`src/rtl/flash_addr_sequencer_if.sv`:
```
// Flash read bus between the audio address sequencer (master) and the flash controller (slave).
interface flash_addr_sequencer_if #(
  parameter int ADDR_W = 23
);
  logic              flash_read;
  logic [ADDR_W-1:0] flash_address;
  logic              flash_waitrequest;
  logic [31:0]       flash_readdata;
  logic              flash_readdatavalid;

  modport master (
    output flash_read,
    output flash_address,
    input  flash_waitrequest,
    input  flash_readdata,
    input  flash_readdatavalid
  );

  modport slave (
    input  flash_read,
    input  flash_address,
    output flash_waitrequest,
    output flash_readdata,
    output flash_readdatavalid
  );
endinterface

```
`src/rtl/flash_addr_sequencer.sv`:
```
// Walks the flash word address of an audio clip, emitting two 16-bit samples per word on sample_tick.
// Optional readdatavalid watchdog enabled by defining FLASH_SEQ_TIMEOUT_EN.
module flash_addr_sequencer #(
  parameter int                ADDR_W      = 23,
  parameter logic [ADDR_W-1:0] MAX_ADDR    = 23'h7FFFF,
  parameter int                TIMEOUT_CYC = 255
) (
  input  logic                          clk,
  input  logic                          reset,
  input  logic                          pause,
  input  logic                          reverse,
  input  logic                          restart,
  input  logic                          sample_tick,
  flash_addr_sequencer_if.master        flash,
  output logic [15:0]                   audio_sample,
  output logic                          sample_valid
);

  typedef enum logic [2:0] {
    IDLE,
    WAIT_TICK,
    READ_REQ,
    WAIT_DATA,
    EMIT0,
    WAIT_TICK2,
    EMIT1,
    ADVANCE
  } state_t;

  localparam logic [ADDR_W-1:0] ADDR_ONE = {{(ADDR_W-1){1'b0}}, 1'b1};

  state_t            state;
  logic [ADDR_W-1:0] word_addr;
  logic [ADDR_W-1:0] step_addr;
  logic [ADDR_W-1:0] restart_addr;
  logic [31:0]       word_latch;
  logic              rev_latched;
  logic              restart_pending;
  logic              restart_now;
  logic              tick_go;
  logic              timed_out;

  assign flash.flash_address = word_addr;
  assign restart_now         = restart_pending | restart;
  assign tick_go             = sample_tick & ~pause;
  assign restart_addr        = reverse ? MAX_ADDR : '0;

  always_comb begin
    step_addr = word_addr + ADDR_ONE;
    if (reverse) begin
      step_addr = (word_addr == '0) ? MAX_ADDR : (word_addr - ADDR_ONE);
    end else if (word_addr == MAX_ADDR) begin
      step_addr = '0;
    end
  end

`ifdef FLASH_SEQ_TIMEOUT_EN
  // Watchdog counts cycles spent in WAIT_DATA; the last count abandons the word.
  localparam int              WD_W    = $clog2(TIMEOUT_CYC + 1);
  localparam logic [WD_W-1:0] WD_LAST = WD_W'(TIMEOUT_CYC - 1);
  localparam logic [WD_W-1:0] WD_ONE  = WD_W'(1);

  logic [WD_W-1:0] wd_cnt;

  assign timed_out = (state == WAIT_DATA) && !flash.flash_readdatavalid && (wd_cnt == WD_LAST);

  always_ff @(posedge clk) begin
    if (reset || state != WAIT_DATA || flash.flash_readdatavalid) begin
      wd_cnt <= '0;
    end else begin
      wd_cnt <= wd_cnt + WD_ONE;
    end
  end
`else
  assign timed_out = 1'b0;
`endif

  // Restart is sticky and only takes effect in the three "safe" states, ahead of any tick or step.
  always_ff @(posedge clk) begin
    if (reset) begin
      state            <= IDLE;
      word_addr        <= '0;
      word_latch       <= '0;
      rev_latched      <= 1'b0;
      restart_pending  <= 1'b0;
      flash.flash_read <= 1'b0;
      audio_sample     <= 16'h0000;
      sample_valid     <= 1'b0;
    end else begin
      sample_valid <= 1'b0;
      if (restart) begin
        restart_pending <= 1'b1;
      end

      case (state)
        IDLE: begin
          state <= WAIT_TICK;
        end

        WAIT_TICK: begin
          if (restart_now) begin
            word_addr       <= restart_addr;
            restart_pending <= 1'b0;
          end else if (tick_go) begin
            flash.flash_read <= 1'b1;
            state            <= READ_REQ;
          end
        end

        READ_REQ: begin
          if (!flash.flash_waitrequest) begin
            flash.flash_read <= 1'b0;
            state            <= WAIT_DATA;
          end
        end

        // A word that lands while a restart is pending is dropped without a sample pulse.
        WAIT_DATA: begin
          if (flash.flash_readdatavalid) begin
            if (restart_now) begin
              state <= WAIT_TICK;
            end else begin
              word_latch   <= flash.flash_readdata;
              rev_latched  <= reverse;
              audio_sample <= reverse ? flash.flash_readdata[31:16] : flash.flash_readdata[15:0];
              sample_valid <= 1'b1;
              state        <= EMIT0;
            end
          end else if (timed_out) begin
            state <= ADVANCE;
          end
        end

        EMIT0: begin
          state <= WAIT_TICK2;
        end

        WAIT_TICK2: begin
          if (restart_now) begin
            word_addr       <= restart_addr;
            restart_pending <= 1'b0;
            state           <= WAIT_TICK;
          end else if (tick_go) begin
            audio_sample <= rev_latched ? word_latch[15:0] : word_latch[31:16];
            sample_valid <= 1'b1;
            state        <= EMIT1;
          end
        end

        EMIT1: begin
          state <= ADVANCE;
        end

        ADVANCE: begin
          if (restart_now) begin
            word_addr       <= restart_addr;
            restart_pending <= 1'b0;
          end else begin
            word_addr <= step_addr;
          end
          state <= WAIT_TICK;
        end

        default: begin
          state <= IDLE;
        end
      endcase
    end
  end

endmodule

```
`src/flat_wrapper.sv`:
```
// flat-port wrapper written by rule: the top's interface ports become plain ports
module flash_addr_sequencer_flat 
#(
  parameter int                ADDR_W      = 23,
  parameter logic [ADDR_W-1:0] MAX_ADDR    = 23'h7FFFF,
  parameter int                TIMEOUT_CYC = 255
)
  (clk, reset, pause, reverse, restart, sample_tick, audio_sample, sample_valid, flash_flash_read, flash_flash_address, flash_flash_waitrequest, flash_flash_readdata, flash_flash_readdatavalid);
  flash_addr_sequencer_if #(.ADDR_W(ADDR_W)) flash_i ();
  input  logic clk;
  input  logic reset;
  input  logic pause;
  input  logic reverse;
  input  logic restart;
  input  logic sample_tick;
  output logic [15:0] audio_sample;
  output logic sample_valid;
  output wire logic [$bits(flash_i.flash_read)-1:0] flash_flash_read;
  output wire logic [$bits(flash_i.flash_address)-1:0] flash_flash_address;
  input wire logic [$bits(flash_i.flash_waitrequest)-1:0] flash_flash_waitrequest;
  input wire logic [$bits(flash_i.flash_readdata)-1:0] flash_flash_readdata;
  input wire logic [$bits(flash_i.flash_readdatavalid)-1:0] flash_flash_readdatavalid;
  assign flash_flash_read = flash_i.flash_read;
  assign flash_flash_address = flash_i.flash_address;
  assign flash_i.flash_waitrequest = flash_flash_waitrequest;
  assign flash_i.flash_readdata = flash_flash_readdata;
  assign flash_i.flash_readdatavalid = flash_flash_readdatavalid;
  flash_addr_sequencer #(.ADDR_W(ADDR_W), .MAX_ADDR(MAX_ADDR), .TIMEOUT_CYC(TIMEOUT_CYC)) u_core (.clk(clk), .reset(reset), .pause(pause), .reverse(reverse), .restart(restart), .sample_tick(sample_tick), .flash(flash_i), .audio_sample(audio_sample), .sample_valid(sample_valid));
endmodule
```
`config.mk`:
```
export PLATFORM = sky130hd
export DESIGN_NAME = flash_addr_sequencer_flat
export DESIGN_NICKNAME = d
export VERILOG_FILES = /design/src/rtl/flash_addr_sequencer_if.sv /design/src/rtl/flash_addr_sequencer.sv /design/src/flat_wrapper.sv
export SDC_FILE = /design/constraint.sdc
export NUM_CORES = 1
export LEC_CHECK = 0
export CELL_PAD_IN_SITES_DETAIL_PLACEMENT = 0
export CELL_PAD_IN_SITES_GLOBAL_PLACEMENT = 2
export CORE_UTILIZATION = 28
export CTS_BUF_LIST = sky130_fd_sc_hd__clkbuf_2
export CTS_CLUSTER_DIAMETER = 200
export DETAILED_ROUTE_END_ITERATION = 16
export PLACE_DENSITY_LB_ADDON = 0.08
export REMOVE_ABC_BUFFERS = 1
export SYNTH_ARGS = -nofsm -noshare
export SYNTH_HDL_FRONTEND = slang
export SYNTH_SLANG_ARGS = --single-unit
```
`constraint.sdc`:
```
create_clock -name clk -period 2.3 [get_ports clk]
set_clock_uncertainty 0.05 [all_clocks]
set_input_delay 0.23 -clock clk [delete_from_list [all_inputs] [get_ports clk]]
set_output_delay 0.23 -clock clk [all_outputs]
set_load 0.005 [all_outputs]
```
# After elaboration in Yosys (flattened, before gate mapping)
# Cells that the tools add are included.
[word_totals]
elab_cells = 78
regBits = 78
[classes]
n_eq_ne = 17
n_bitwise = 4
n_reduce_logical = 13
mux = 34
addsub = 2
[ops]
columns = ["operator", "count"]
rows = [
  ["23-bit two-way mux", 5],
  ["16-bit two-way mux", 6],
  ["23-bit one-hot mux with 2 select lines", 1],
  ["16-bit one-hot mux with 2 select lines", 1],
  ["23-bit by 1-bit adder with 23-bit output (second input constant)", 1],
  ["23-bit by 19-bit equality test with 1-bit output (second input constant)", 1],
  ["23-bit zero test", 1],
  ["23-bit by 1-bit subtractor with 23-bit output (second input constant)", 1],
  ["3-bit two-way mux", 7],
  ["3-bit one-hot mux with 7 select lines", 1],
  ["19-bit two-way mux", 1],
  ["3-bit equality test (second input constant)", 4],
  ["1-bit two-way mux", 10],
  ["2-bit inequality test (second input constant)", 5],
  ["5-bit AND reduction", 2],
  ["3-bit by 2-bit equality test with 1-bit output (second input constant)", 2],
  ["2-bit by 1-bit inequality test with 1-bit output (second input constant)", 3],
  ["2-bit nonzero test", 3],
  ["1-bit one-hot mux with 2 select lines", 2],
  ["4-bit AND reduction", 1],
  ["2-bit OR reduction", 2],
  ["3-bit by 1-bit equality test with 1-bit output (second input constant)", 1],
  ["3-bit zero test", 1],
  ["3-bit by 1-bit inequality test with 1-bit output (second input constant)", 1],
  ["other kinds (6)", 7],
]

# Logic depth before layout (Yosys ltp)
[depth]
ltp_word = 5
depth_mapped = 10

# Least setup slack after synthesis
# Ideal clock, no wire load.
[synth_timing]
path_type = "register -> register"
startpoint = "register u_core.word_addr[0], in the netlist u_core.flash.flash_address[0]"
endpoint = "register u_core.word_addr[14], in the netlist u_core.flash.flash_address[14]"
synth_period_minus_slack_ns = 2.289
path_stages_with_launch = 10
t_arrival_ns = 2.110
t_required_ns = 2.121
path_slack_ns = 0.011
path_cell_list = "dfxtp_1 > clkbuf_1 > inv_1 > ha_1 > or4b_4 > buf_6 > or3_1 > o21a_1 > o21ai_0 > o211ai_1"
[synth_via]
elab_chain_len = 5
[synth_lines]
columns = ["item", "line_no", "rtl"]
rows = [
  ["start, declared", "flash_addr_sequencer.sv:33", "logic [ADDR_W-1:0] word_addr;"],
  ["start signal, assigned", "flash_addr_sequencer.sv:102", "word_addr <= restart_addr;"],
  ["start signal, assigned", "flash_addr_sequencer.sv:140", "word_addr <= restart_addr;"],
  ["start signal, assigned", "flash_addr_sequencer.sv:156", "word_addr <= restart_addr;"],
  ["23-bit by 1-bit adder with 23-bit output, or another cell as far along", "flash_addr_sequencer.sv:49", "step_addr = word_addr + ADDR_ONE;"],
  ["23-bit two-way mux (on tied branches)", "flash_addr_sequencer.sv:52, flash_addr_sequencer.sv:51", ""],
  ["23-bit two-way mux *", "flash_addr_sequencer.sv:50", "if (reverse) begin"],
  ["23-bit two-way mux *", "flash_addr_sequencer.sv:155", "if (restart_now) begin"],
  ["23-bit one-hot mux with 2 select lines *", "flash_addr_sequencer.sv:95", "case (state)"],
]
# Mark *: on every way between the ends. The rest lies on a longest branch, timed or not.
# A chain may end at the register's enable or synchronous reset.

# Final worst setup path
[layout_timing]
startpoint = "register u_core.word_addr[0], in the netlist u_core.flash.flash_address[0]"
endpoint = "register u_core.word_addr[20], in the netlist u_core.flash.flash_address[20]"
# Same word-level chain as after synthesis.

==> impl_metrics.yaml <==
run_status:
  run_status: "finished clean"
routing:
  route.detailed.drc: 0
  via_count: 4878
  drt-vias-per-instance: 5.17
  routedWlPerCell_um: 17.1
  routed_wl_um: 16100
  final_antenna_net_count: 0
  drtPass1Iterations: 4
  drtIter0Drc: 308
worst_setup_path:
  max_stage_delay_ns: 0.50
  r2r_slack_ns: 0.1
  crit_required_ns: 2.78
  critPathCaptureType: "flip-flop"
  crit_type: "reg -> reg"
  critPathMaxFanout: 4
  endpoint: "u_core.flash.flash_address[20]"
  cp_num_buf_inv: 1
  cp-start-kind: "flip-flop"
  path_depth: 7
  cp_top_family: "simple AND/OR/NAND/NOR gates"
  crit_chain: "inv_4 > ha_4 > or4b_4 > nor3_4 > nand3_1 > or3_1 > a311oi_1"
  cp-startpoint: "u_core.flash.flash_address[0]"
  worstPathArrival_ns: 2.69
  r2r_end: "u_core.flash.flash_address[20]"
  reg2reg_from: "u_core.flash.flash_address[0]"
  critPathSlowestCell: "or4b_4"
  reg2reg_depth: 7
cts:
  clk_pin_slew_worst_paths_ns: 0.27
  clkLatencyLatePin_ns: 0.59
  cts.path.max_buffers: 2
  clockRootBuffer: "clkbuf_2"
  cts_buffers: 9
  tritoncts: "yes"
  cts.sinks: 78
  htreeDepth: 3
run:
  drv_cap: 0
timing:
  final_hold_viol_count: 0
  setup_violations: 0
  post-route-period-util_pct: 95.9
  slew_violations: 0
  fmax_mhz: 454
  setup_slack_ns: 0.0950
  relSlewSlack_pct: 62.4
  worst_pin_slew_ns: 0.563
  tns_ns: 0
  post-route-min-period_ns: 2.20
synth:
  netlist_instances: 600
  synth-edff-count: 0
  ys_seq_elements: 78
  synth_compound_area_share_pct: 25.0
  yosysUniqueCellTypes: 69
  synth_warnings: 0
  synth.cell_area_um2: 4640
  synth_adder_area_share_pct: 0.808
  ys_async_sr_fraction_pct: 0
  yosys.area_share.simple_pct: 28.4
  synth_top_family_by_area: "simple AND/OR/NAND/NOR gates"
  synth_xor_area_share_pct: 2.07
  syn_avg_cell_area_um2: 7.74
  seq_area_frac_synth_pct: 33.6
  synth_flop_cell: "dfxtp_1"
  synthMuxAreaShare_pct: 3.88
power_and_ir_drop:
  swShare_pct: 31.1
  p_int_mw: 2.12
  powerDensity_nw_per_um2: 485
  power_mw: 3.07
  power.net_switching_mw: 0.955
  power_frac_comb_pct: 24.0
  irDropWorstVdd_uv: 306
  pwr-share-clk_pct: 29.9
  p_leak_nw: 2.24
  seq_power_share_pct: 46.1
grt:
  antenna_found_initial: 1
  grt_pass1_wl_um: 25000
  grt_pass1_vias: 4597
  grt_use_total_pct: 19.5
  grt_start_max_net_pins: 50
  overflow: 0
cells_and_area:
  final_nets: 764
  nFillCells: 1650
  drive_gt1_share_pct: 18.6
  area_growth_pct: 36.4
  final_util_pct: 39.4
place:
  dp_hpwl_um: 11400
  gp_congestion: 0.835
  dp_slack_ns: -0.0629
  numPortBuffers: 80
die:
  row_count: 46
  io_pins: 81
  die_x_um: 131
  initial_core_util_pct: 28.9
  die-area_um2: 17100
  core_region_area_um2: 16100
  die_h_um: 131
min_path:
  hold_path.class: "in -> reg"
[synth_stat cells, types with 6 or more instances]
cell type   n  area [um2]
nand2_1    94         353
dfxtp_1    78        1560
a21oi_1    70         350
nor2_1     39         146
clkbuf_1   35         131
a211oi_1   34         255
o21ai_0    24         120
mux2i_1    18         180
nor2b_1    18         113
nor3_1     16        80.1
nand3_1    14        70.1
nor4_1     10        62.6
xnor2_1     9        78.8
buf_2       8        40.0
inv_1       8        30.0
and4_1      7        61.3
nand4_1     7        43.8
nand2b_1    6        37.5
nor3b_1     6        45.0
[cell families (layout without fill, tap and decap cells)]
group / count (synthesis) / in the layout
other: 0 / 1
buffers and inverters: 62 / 188
adders and majority gates: 3 / 3
AOI/OAI and AO/OA: 178 / 178
DFF: 78 / 78
and+or+nand+nor: 250 / 250
xor gates and xnor gates: 11 / 11
muxes: 18 / 18
[flip-flops by register name (all words and copies together), names as in the netlist]
| signal | count |
|---|---|
| u_core.flash.flash_address | 23 |
| u_core.word_latch | 32 |
| u_core.restart_pending | 1 |
| u_core.audio_sample | 16 |
| u_core.state | 3 |
| u_core.rev_latched | 1 |
| u_core.sample_valid | 1 |
| u_core.flash.flash_read | 1 |
[per-layer routing]
layer  part of all wire [%]  up-vias  global-route usage, %
met5                      0        -                      0
met4                    1.1        0                   5.07
met3                    4.7       11                   3.91
met2                     46      110                   31.4
met1                     48     2334                   26.6
li1                       -     2423                      -
[worst min-delay path by stage]
stage,start,end,cells after the start
floorplan,reset,u_core.flash.flash_address[10],1
global placement,u_core.word_latch[30],u_core.word_latch[30],2
detailed placement,u_core.word_latch[28],u_core.word_latch[28],2
CTS,flash_flash_readdata[27],u_core.word_latch[27],3
global route,flash_flash_readdata[27],u_core.word_latch[27],3
finish,flash_flash_readdata[27],u_core.word_latch[27],3
[placed cells by master (no fill, tap or decap), drive strengths merged, types with 4 or more instances in the layout]
cell type,count
o211ai,5
inv,9
nand2b,6
xnor2,9
o21ai,26
clkbuf,10
a211oi,35
nor4,14
o22ai,4
mux2i,18
or4,5
a21o,4
nor2b,18
nor3,19
clkdlybuf4s50,78
dfxtp,78
o31ai,6
nand4,8
and4,7
o311ai,4
and2,5
nor2,39
buf,84
or3,5
o21a,4
a21oi,73
nand3,14
nand2,94
nor3b,6
[area by class of cell]
cell class              count  area (um2)  area share, %
diodes                      1        2.50         0.0395
clock inverters             6        95.1           1.50
repair buffers            164        1470           23.2
inverters                   8        35.0          0.553
flip-flops and latches     78        1570           24.8
multi-input cells         460        2840           44.9
clock buffers              10        50.0          0.790
well taps                 216         270           4.27
[power by group through the flow]
stage	sequential (mW)	combinational [mW]	clock, mW
finish	1.42	0.736	0.920
global route	1.42	0.792	1.02
CTS	1.41	0.707	0.971
detailed placement	1.44	0.702	0
global placement	1.44	0.701	0
floorplan	1.47	0.287	0
[what timing repair did]
item	in CTS	in global routing
hold buffers	2	0
resized for setup	0	19
endpoints found under the setup margin	0	9
buffers inserted	0	3
endpoints found under the hold margin	4	0
[per-stage QoR]
stage                     instance area (um2)  hold WS (ns)  cells
final                                    6330         0.136    943
after global routing                     6330        0.0618    943
after CTS                                6240        0.0744    939
after detailed placement                 6080         0.392    921
after global placement                   6080         0.388    921
after floorplan                          4390         0.242    546
[worst reg2reg max path: stages, from the launching register on]
cell and delay (ns):
dfxtp_4 0.42, inv_4 0.06, ha_4 0.12, or4b_4 0.50, nor3_4 0.27, nand3_1 0.13, or3_1 0.36, a311oi_1 0.25
No activity file was read; power rests on OpenSTA's default activity.
